`src/rtl/agc_mon_pkg.sv`:
```
// Shared types and constants for the AGC monitor-interface controller.
package agc_mon_pkg;

    typedef enum logic [1:0] {
        MON_START = 2'd0,
        MON_LOAD  = 2'd1,
        MON_READ  = 2'd2,
        MON_HALT  = 2'd3
    } mon_op_e;

    typedef enum logic [2:0] {
        StIdle,
        StPulse,
        StSetup,
        StWaitT1,
        StWaitTs,
        StWaitT12,
        StRelease,
        StResp
    } mon_state_e;

    // Bit positions of MT01 and MT12 within the MT bus.
    localparam logic [3:0] TP_MT01 = 4'd0;
    localparam logic [3:0] TP_MT12 = 4'd11;

    function automatic int unsigned max3(int unsigned a, int unsigned b, int unsigned c);
        int unsigned m;
        m = (a > b) ? a : b;
        return (m > c) ? m : c;
    endfunction

endpackage

```
`src/rtl/agc_mon_edge.sv`:
```
// Registers the AGC timepulse and GOJAM monitor lines once and flags their rising edges.
module agc_mon_edge (
    input  logic        clk_i,
    input  logic        rst_ni,
    input  logic [11:0] mt_i,
    input  logic        gojam_i,
    output logic [11:0] mt_rise_o,
    output logic        gj_rise_o
);

    logic [11:0] mt_q;
    logic        gj_q;

    always_ff @(posedge clk_i or negedge rst_ni) begin
        if (!rst_ni) begin
            mt_q <= '0;
            gj_q <= 1'b0;
        end else begin
            mt_q <= mt_i;
            gj_q <= gojam_i;
        end
    end

    assign mt_rise_o = mt_i & ~mt_q;
    assign gj_rise_o = gojam_i & ~gj_q;

endmodule

```
`src/rtl/agc_monitor_ctl.sv`:
```
// Test-set controller driving the AGC monitor START/HALT/LOAD/READ handshakes.
// Define MON_GOJAM_ABORT_EN to abort in-flight commands on a rising MGOJAM.
module agc_monitor_ctl
    import agc_mon_pkg::*;
#(
    parameter int unsigned PULSE_CYC   = 250,
    parameter int unsigned SETUP_CYC   = 2,
    parameter int unsigned TIMEOUT_CYC = 4096,
    parameter int unsigned SAMPLE_TP   = 7
) (
    input  logic        SIM_CLK,
    input  logic        SIM_RST_n,
    input  logic        cmd_valid,
    output logic        cmd_ready,
    input  logic [1:0]  cmd_op,
    input  logic [15:0] cmd_data,
    output logic        rsp_valid,
    output logic [15:0] rsp_data,
    output logic        rsp_err,
    input  logic [11:0] MT,
    input  logic        MGOJAM,
    input  logic [15:0] MWL,
    output logic        MSTRT,
    output logic        MSTP,
    output logic        MLOAD,
    output logic        MREAD,
    output logic [15:0] MDT
);

    localparam int unsigned CntMax = max3(PULSE_CYC, SETUP_CYC, TIMEOUT_CYC);
    localparam int unsigned CntW   = $clog2(CntMax + 1);

    localparam logic [CntW-1:0] CntPulse = CntW'(PULSE_CYC - 1);
    localparam logic [CntW-1:0] CntSetup = CntW'(SETUP_CYC - 1);
    localparam logic [CntW-1:0] CntWait  = CntW'(TIMEOUT_CYC - 1);
    localparam logic [CntW-1:0] CntOne   = CntW'(1);
    localparam logic [3:0]      TpSample = 4'(SAMPLE_TP - 1);

    mon_state_e      state_q, state_d;
    mon_op_e         op_q, op_d;
    logic [CntW-1:0] cnt_q, cnt_d;
    logic            err_q, err_d;
    logic [15:0]     data_q, data_d;

    logic        cmd_ready_q, cmd_ready_d;
    logic        rsp_valid_q, rsp_valid_d;
    logic        rsp_err_q, rsp_err_d;
    logic        mstrt_q, mstrt_d;
    logic        mstp_q, mstp_d;
    logic        mload_q, mload_d;
    logic        mread_q, mread_d;
    logic [15:0] mdt_q, mdt_d;

    logic [11:0] mt_rise;
    logic        gj_rise;
    logic        abort;
    logic        accept;
    logic        cnt_done;

    agc_mon_edge u_edge (
        .clk_i     (SIM_CLK),
        .rst_ni    (SIM_RST_n),
        .mt_i      (MT),
        .gojam_i   (MGOJAM),
        .mt_rise_o (mt_rise),
        .gj_rise_o (gj_rise)
    );

`ifdef MON_GOJAM_ABORT_EN
    assign abort = gj_rise;
`else
    logic unused_gj_rise;
    assign unused_gj_rise = gj_rise;
    assign abort          = 1'b0;
`endif

    assign accept   = cmd_valid & cmd_ready_q;
    assign cnt_done = (cnt_q == '0);

    always_ff @(posedge SIM_CLK or negedge SIM_RST_n) begin
        if (!SIM_RST_n) begin
            state_q     <= StIdle;
            op_q        <= MON_START;
            cnt_q       <= '0;
            err_q       <= 1'b0;
            data_q      <= '0;
            cmd_ready_q <= 1'b0;
            rsp_valid_q <= 1'b0;
            rsp_err_q   <= 1'b0;
            mstrt_q     <= 1'b0;
            mstp_q      <= 1'b0;
            mload_q     <= 1'b0;
            mread_q     <= 1'b0;
            mdt_q       <= '0;
        end else begin
            state_q     <= state_d;
            op_q        <= op_d;
            cnt_q       <= cnt_d;
            err_q       <= err_d;
            data_q      <= data_d;
            cmd_ready_q <= cmd_ready_d;
            rsp_valid_q <= rsp_valid_d;
            rsp_err_q   <= rsp_err_d;
            mstrt_q     <= mstrt_d;
            mstp_q      <= mstp_d;
            mload_q     <= mload_d;
            mread_q     <= mread_d;
            mdt_q       <= mdt_d;
        end
    end

    always_comb begin
        state_d = state_q;
        op_d    = op_q;
        cnt_d   = cnt_q;
        err_d   = err_q;
        data_d  = data_q;
        unique case (state_q)
            StIdle: begin
                if (accept) begin
                    op_d   = mon_op_e'(cmd_op);
                    err_d  = 1'b0;
                    data_d = '0;
                    unique case (op_d)
                        MON_START: begin
                            state_d = StPulse;
                            cnt_d   = CntPulse;
                        end
                        MON_LOAD: begin
                            state_d = StSetup;
                            cnt_d   = CntSetup;
                        end
                        MON_READ: begin
                            state_d = StWaitT1;
                            cnt_d   = CntWait;
                        end
                        MON_HALT: state_d = StRelease;
                    endcase
                end
            end
            StPulse, StSetup: begin
                if (abort) begin
                    state_d = StRelease;
                    err_d   = 1'b1;
                end else if (cnt_done) begin
                    state_d = (state_q == StPulse) ? StResp : StWaitT1;
                    cnt_d   = CntWait;
                end else begin
                    cnt_d = cnt_q - CntOne;
                end
            end
            StWaitT1: begin
                if (abort) begin
                    state_d = StRelease;
                    err_d   = 1'b1;
                end else if (mt_rise[TP_MT01]) begin
                    cnt_d = CntWait;
                    // With SAMPLE_TP=1 the sample edge coincides with MT01.
                    if (op_q == MON_READ && TpSample == TP_MT01) begin
                        data_d  = MWL;
                        state_d = StWaitT12;
                    end else if (op_q == MON_READ) begin
                        state_d = StWaitTs;
                    end else begin
                        state_d = StWaitT12;
                    end
                end else if (cnt_done) begin
                    state_d = StRelease;
                    err_d   = 1'b1;
                end else begin
                    cnt_d = cnt_q - CntOne;
                end
            end
            StWaitTs: begin
                if (abort) begin
                    state_d = StRelease;
                    err_d   = 1'b1;
                end else if (mt_rise[TpSample]) begin
                    data_d  = MWL;
                    state_d = StWaitT12;
                    cnt_d   = CntWait;
                end else if (cnt_done) begin
                    state_d = StRelease;
                    err_d   = 1'b1;
                end else begin
                    cnt_d = cnt_q - CntOne;
                end
            end
            StWaitT12: begin
                if (abort) begin
                    state_d = StRelease;
                    err_d   = 1'b1;
                end else if (mt_rise[TP_MT12]) begin
                    state_d = StRelease;
                end else if (cnt_done) begin
                    state_d = StRelease;
                    err_d   = 1'b1;
                end else begin
                    cnt_d = cnt_q - CntOne;
                end
            end
            StRelease: state_d = StResp;
            StResp:    state_d = StIdle;
        endcase
    end

    // Outputs are registered from the next state so they change with the state itself.
    always_comb begin
        cmd_ready_d = (state_d == StIdle);
        rsp_valid_d = (state_d == StResp);
        rsp_err_d   = (state_d == StResp) & err_d;
        mstrt_d     = (state_d == StPulse);
        mload_d     = (op_d == MON_LOAD) && (state_d inside {StWaitT1, StWaitT12});
        mread_d     = (op_d == MON_READ) && (state_d inside {StWaitT1, StWaitTs, StWaitT12});
        mstp_d      = mstp_q;
        mdt_d       = mdt_q;
        if (accept && op_d == MON_HALT) begin
            mstp_d = cmd_data[0];
        end
        if (state_d == StIdle || state_d == StResp) begin
            mdt_d = '0;
        end else if (accept && op_d == MON_LOAD) begin
            mdt_d = cmd_data;
        end
    end

    assign cmd_ready = cmd_ready_q;
    assign rsp_valid = rsp_valid_q;
    assign rsp_err   = rsp_err_q;
    assign rsp_data  = data_q;
    assign MSTRT     = mstrt_q;
    assign MSTP      = mstp_q;
    assign MLOAD     = mload_q;
    assign MREAD     = mread_q;
    assign MDT       = mdt_q;

endmodule
```
`config.mk`:
```
export PLATFORM = sky130hd
export DESIGN_NAME = agc_monitor_ctl
export DESIGN_NICKNAME = d
export VERILOG_FILES = /design/src/rtl/agc_mon_pkg.sv /design/src/rtl/agc_mon_edge.sv /design/src/rtl/agc_monitor_ctl.sv
export SDC_FILE = /design/constraint.sdc
export NUM_CORES = 1
export LEC_CHECK = 0
export ABC_AREA = 0
export CORE_MARGIN = 3
export CORE_UTILIZATION = 45
export CTS_CLUSTER_SIZE = 14
export DETAILED_ROUTE_END_ITERATION = 12
export HOLD_SLACK_MARGIN = 0.1
export PLACE_DENSITY = 0.74
export SLEW_MARGIN = 40
export SYNTH_ARGS = -nofsm -noshare
export SYNTH_HDL_FRONTEND = slang
export SYNTH_HIERARCHICAL = 1
export SYNTH_SLANG_ARGS = --single-unit
```
`constraint.sdc`:
```
create_clock -name SIM_CLK -period 3.8 [get_ports SIM_CLK]
set_input_delay 1.14 -clock SIM_CLK [delete_from_list [all_inputs] [get_ports SIM_CLK]]
set_output_delay 1.14 -clock SIM_CLK [all_outputs]
set_load 0.01 [all_outputs]
```
* After elaboration in Yosys (flattened, before gate mapping)
Cells that the tools add are included.
** Storage, ports and cells
- Register bits :: 70
- Bits in latches :: 0
- RAM bits :: 0
- Bits in read-only memories :: 0
- Bits of input ports :: 50
- Output and inout bits :: 39
- Memories kept :: 0
** Operators by class
- Add/subtract/negate cells :: 1
- Multipliers :: 0
- Div/mod/pow operators :: 0
- Order comparisons :: 0
- Eq/ne operators :: 23
- Shifts and indexed selects :: 0
- Mux-type cells :: 31
- Bitwise operators :: 4
- Reductions and logical operators :: 17
** Operator list (number)
- two-way mux 13 bit :: 6
- case mux 13 bit (5 select lines) :: 1
- two-way mux 16 bit :: 4
- case mux 13 bit (3 select lines) :: 1
- case mux 16 bit (2 select lines) :: 1
- equality test 3 bit, second input constant :: 7
- two-way mux 3 bit :: 7
- case mux 3 bit (7 select lines) :: 1
- zero test 13 bit :: 1
- subtractor 13 x 1 -> 13 bit, second input constant :: 1
- AND 12 bit :: 1
- inverter 12 bit :: 1
- case mux 3 bit (4 select lines) :: 1
- equality test 2 bit, second input constant :: 5
- equality test 3 x 2 -> 1 bit, second input constant :: 3
- equality test 3 x 1 -> 1 bit, second input constant :: 2
- zero test 3 bit :: 2
- two-way mux 1 bit :: 6
- inequality test 2 bit, second input constant :: 3
- nonzero test 2 bit :: 3
- nonzero test 5 bit :: 1
- equality test 2 x 1 -> 1 bit, second input constant :: 2
- logical AND 1 bit :: 4
- two-way mux 2 bit :: 2
- 9 further kinds :: 10

* Depth between registers and ports, before layout
- Depth after elaboration :: 7
- Depth in mapped cells :: 12

* By module
The synthesis kept the hierarchy.
** By module, submodules not included
- agc_monitor_ctl :: instances 1, cells each 309, area an instance 2927.8 um^2, seq. area each 1451.4 um^2
- agc_mon_edge :: instances 1, cells each 26, area an instance 504.2 um^2, seq. area each 325.3 um^2

* Worst setup path before layout
No wires, ideal clock.
- Path type :: reg-to-reg
- Start :: reg cnt_q[1]
- End :: reg mdt_q[10] (netlist: MDT[10])
- Data arrival time :: 2.701 ns
- Data required time :: 3.681 ns
- Slack :: 0.981 ns
- Cell stages (with the launch flop) :: 11
- Period minus slack after synthesis :: 2.819 ns
- Cells stage by stage :: dfrtp_1 -> inv_1 -> ha_1 -> nor3b_1 -> and4_1 -> inv_2 -> or4b_4 -> a31oi_4 -> mux2i_1 -> buf_6 -> nor2_1
** On the way
- Longest elaborated chain between the ends :: 7
** RTL lines
- from (decl) :: line agc_monitor_ctl.sv:41 : logic [CntW-1:0] cnt_q, cnt_d;
- from (signal assigned) :: line agc_monitor_ctl.sv:98 : cnt_q <= cnt_d;
- zero test 13 bit * :: line agc_monitor_ctl.sv:78 : assign cnt_done = (cnt_q == '0);
- two-way mux 3 bit :: line agc_monitor_ctl.sv:167, agc_monitor_ctl.sv:182, agc_monitor_ctl.sv:195
- two-way mux 3 bit, on equally long branches :: line agc_monitor_ctl.sv:193, agc_monitor_ctl.sv:156, agc_monitor_ctl.sv:178
- case mux 3 bit (7 select lines) * :: line agc_monitor_ctl.sv:118 : unique case (state_q)
- via state_d[0] :: line agc_monitor_ctl.sv:39 : mon_state_e state_q, state_d;
- equality test 3 bit / zero test 3 bit (equally long branches) :: line agc_monitor_ctl.sv:220 : if (state_d == StIdle || state_d == StResp) begin
- logical OR 1 bit * :: line agc_monitor_ctl.sv:220
- two-way mux 16 bit / nonzero test 2 bit (equally long branches)
- to (signal assigned) :: line agc_monitor_ctl.sv:108 : mdt_q <= mdt_d;
- to (decl) :: line agc_monitor_ctl.sv:52 : logic [15:0] mdt_q, mdt_d;
Mark *: on every way through the listed nets, which the timed path passes. The rest lies on a longest branch.
A chain may end at the register's enable or synchronous reset.

* Worst setup path in the final report
- Start :: in MT[0]
- End :: reg cnt_q[5]
** On the way
- Longest elaborated chain between the ends :: 3
** RTL lines
- from (decl) :: line agc_monitor_ctl.sv:20 : input logic [11:0] MT,
- AND 12 bit :: line agc_mon_edge.sv:24 : assign mt_rise_o = mt_i & ~mt_q;
- via mt_rise[0] :: line agc_monitor_ctl.sv:54 : logic [11:0] mt_rise;
- two-way mux 13 bit :: line agc_monitor_ctl.sv:156 : end else if (mt_rise[TP_MT01]) begin
- case mux 13 bit (5 select lines) :: line agc_monitor_ctl.sv:118
The timed path passes the listed nets, and every way through them passes these cells.

==> results.md <==
* Initial Util at 47.1%
* Clock sinks at 61
* Final Hold Vio Count at 0
* Setup slack, reg-to-reg at 0.96 ns
* Status: finished, final reports clean
* Post-DP HPWL at 5100 um
* Cell Rows at 29
* DR iter-0 viols at 148
* DIE AREA at 0.00779 mm2
* CTS root buf: clkbuf_8
* ANT nets after route at 0
* Termination of the worst setup path: cnt_q[5]
* Placed inst area at 0.00392 mm2
* Final GP Congestion at 0.886
* Hold_ws at 0.486 ns
* TritonCTS Buffers at 9
* Area of the core at 0.00646 mm2
* Final Cycle Share at 80.2%
* Worst path max stage delay at 0.47 ns
* Worst min path class: flop to flop
* Final Total Pwr at 3.37 mW
* Area growth, synth to finish at 35.7%
* Port bufs at 78
* DP Cell Count at 463
* GRT Residual Overflow at 0
* CTS tree: yes
* Power Density at 817 mW/mm2
* CP startpoint kind: input port
* Drt drc at 0
* Final WL at 7020 um
* CP Buf/Inv Count at 1
* Fmax at 328 MHz
* Minimum clock period at 3.05 ns
* Worst-path fanout max at 9
* Post-CTS Hold Buffers at 0
* CP startpoint: MT[0]
* VDD IR max at 0.466 mV
* R2R depth at 10
* Share of cells above drive strength 1 at 9.48%
* Synth Instances at 315
* Nets at 449
* Worst r2r src: cnt_q[0]
* Slew @ Worst Pin at 0.674 ns
* Critical Path End Type: flop
* Synth warn at 6
* CTS max path bufs at 2
* Number of global-route vias before repair at 2412
* First-pass GRT wire length at 11500 um
* Rel. slew slack at 54.7%
* Levels on crit path at 7
* Total GRT Usage at 18.9%
* Leakage at 1.74 nW
* Largest net degree at the start of global routing at 35
* # IOs at 89
* Non-filler cells, final at 478
* Antenna diodes at 0
* Routed WL per cell at 14.7 um
* RSZ-0062 raised after global routing: false
* Die extent in y at 88.3 um
* Mean Syn Cell Area at 9.66 um2
* Mapped Area at 0.00304 mm2
* CTS clk-pin slew, worst paths at 0.07 ns
* Post-CTS setup repair buffer count at 0
* Die X-Extent at 88.3 um
* Final instance area at 0.00413 mm2
* CTS HTree Levels at 3
* Post-CTS sizing at 0
* Vias per inst at 5.38
* Total number of vias at 2571
* Synthesized Nets at 367
* MaxCap Viol Count at 0
* WHS Path Cells at 2
* Sum of negative setup slack at 0 ns
* Kind of cell adding the most delay to the critical path: compound AO/OA/AOI/OAI gates
* Slew Limit Fails at 0
* Cells along the critical path: clkdlybuf4s50_1, nor2b_4, and4b_1, a21oi_1, nand4_1, o311a_1, o22a_1
* Setup violations, final at 0
* Pre-CTS worst setup slack at 0.418 ns
* Capturing point of the worst reg2reg path: MDT[10]
* Clk_lat worst skew at 0.34 ns
* Final core utilization at 63.9%
* DR pass1 iterations at 4
* Critical path type: input port to flop
* Setup Skew at 0.00637 ns
* Worst EP arrival at 3.28 ns
* Initial antenna violation count at 0
* PnR worst setup slack at 0.751 ns
* CP Data Required Time at 4.03 ns
* Fill count at 542
* CP max stage cell: o311a_1
==> sequential cells by signal, summed over array words and instances (netlist names) <==
register / cells
MDT: 16
MLOAD: 1
MREAD: 1
MSTP: 1
MSTRT: 1
cmd_ready: 1
cnt_q: 13
err_q: 1
op_q: 2
rsp_data: 16
rsp_err: 1
rsp_valid: 1
state_q: 3
u_edge/mt_q: 3
==> how the worst min path moves through the flow <==
stage                            start            to  slack, ns
final                     rsp_data[11]  rsp_data[11]       0.49
after floorplan              cnt_q[12]     cnt_q[12]       0.46
after global routing      rsp_data[13]  rsp_data[13]       0.51
after CTS                 rsp_data[11]  rsp_data[11]       0.49
after detailed placement  rsp_data[11]  rsp_data[11]       0.47
after global placement     rsp_data[2]   rsp_data[2]       0.47
==> layout make-up <==
type | instances | area [um2] | area share, %
clock buffer | 12 | 165 | 4.00
tap | 77 | 96.3 | 2.33
multi-input combinational | 234 | 1450 | 35.0
sequential | 61 | 1530 | 37.0
inverter | 6 | 22.5 | 0.545
clock inverter | 3 | 43.8 | 1.06
timing repair buffer | 85 | 831 | 20.1
==> worst min-delay path, cell delays in order (launching register included) <==
cell and delay, ns:
dfrtp_1 0.34, nand2_1 0.05, o21ai_1 0.06
==> metal layers <==
metal	routed length [um]	GRT usage (%)
met5	0	0
met4	145	9.07
met3	412	4.66
met2	3160	27.5
met1	3300	26.6
==> where the power goes <==
group          switching [mW]  leakage, nW  internal (mW)  total, mW
clock network           0.249        0.108          0.353      0.602
registers               0.249        0.797          0.892       1.14
logic                   0.831        0.830          0.800       1.63
==> cell usage in the layout, fill, tap and decap left out, types with 3 or more instances in the layout <==
| master | count |
|---|---|
| clkdlybuf4s50_1 | 77 |
| dfrtp_1 | 61 |
| nand2_1 | 43 |
| nor2_1 | 38 |
| a21oi_1 | 18 |
| mux2i_1 | 18 |
| o21ai_1 | 14 |
| clkbuf_8 | 12 |
| buf_4 | 8 |
| nor2b_1 | 7 |
| o21ai_0 | 7 |
| a31oi_1 | 7 |
| o22a_1 | 7 |
| inv_1 | 5 |
| nor3b_1 | 5 |
| nor3_1 | 5 |
| nand3_1 | 5 |
| a21o_1 | 4 |
| mux2_2 | 4 |
| o21bai_1 | 3 |
| and2_1 | 3 |
| nand2b_1 | 3 |
| nor2b_4 | 3 |
No activity file was read; power rests on OpenSTA's default activity.
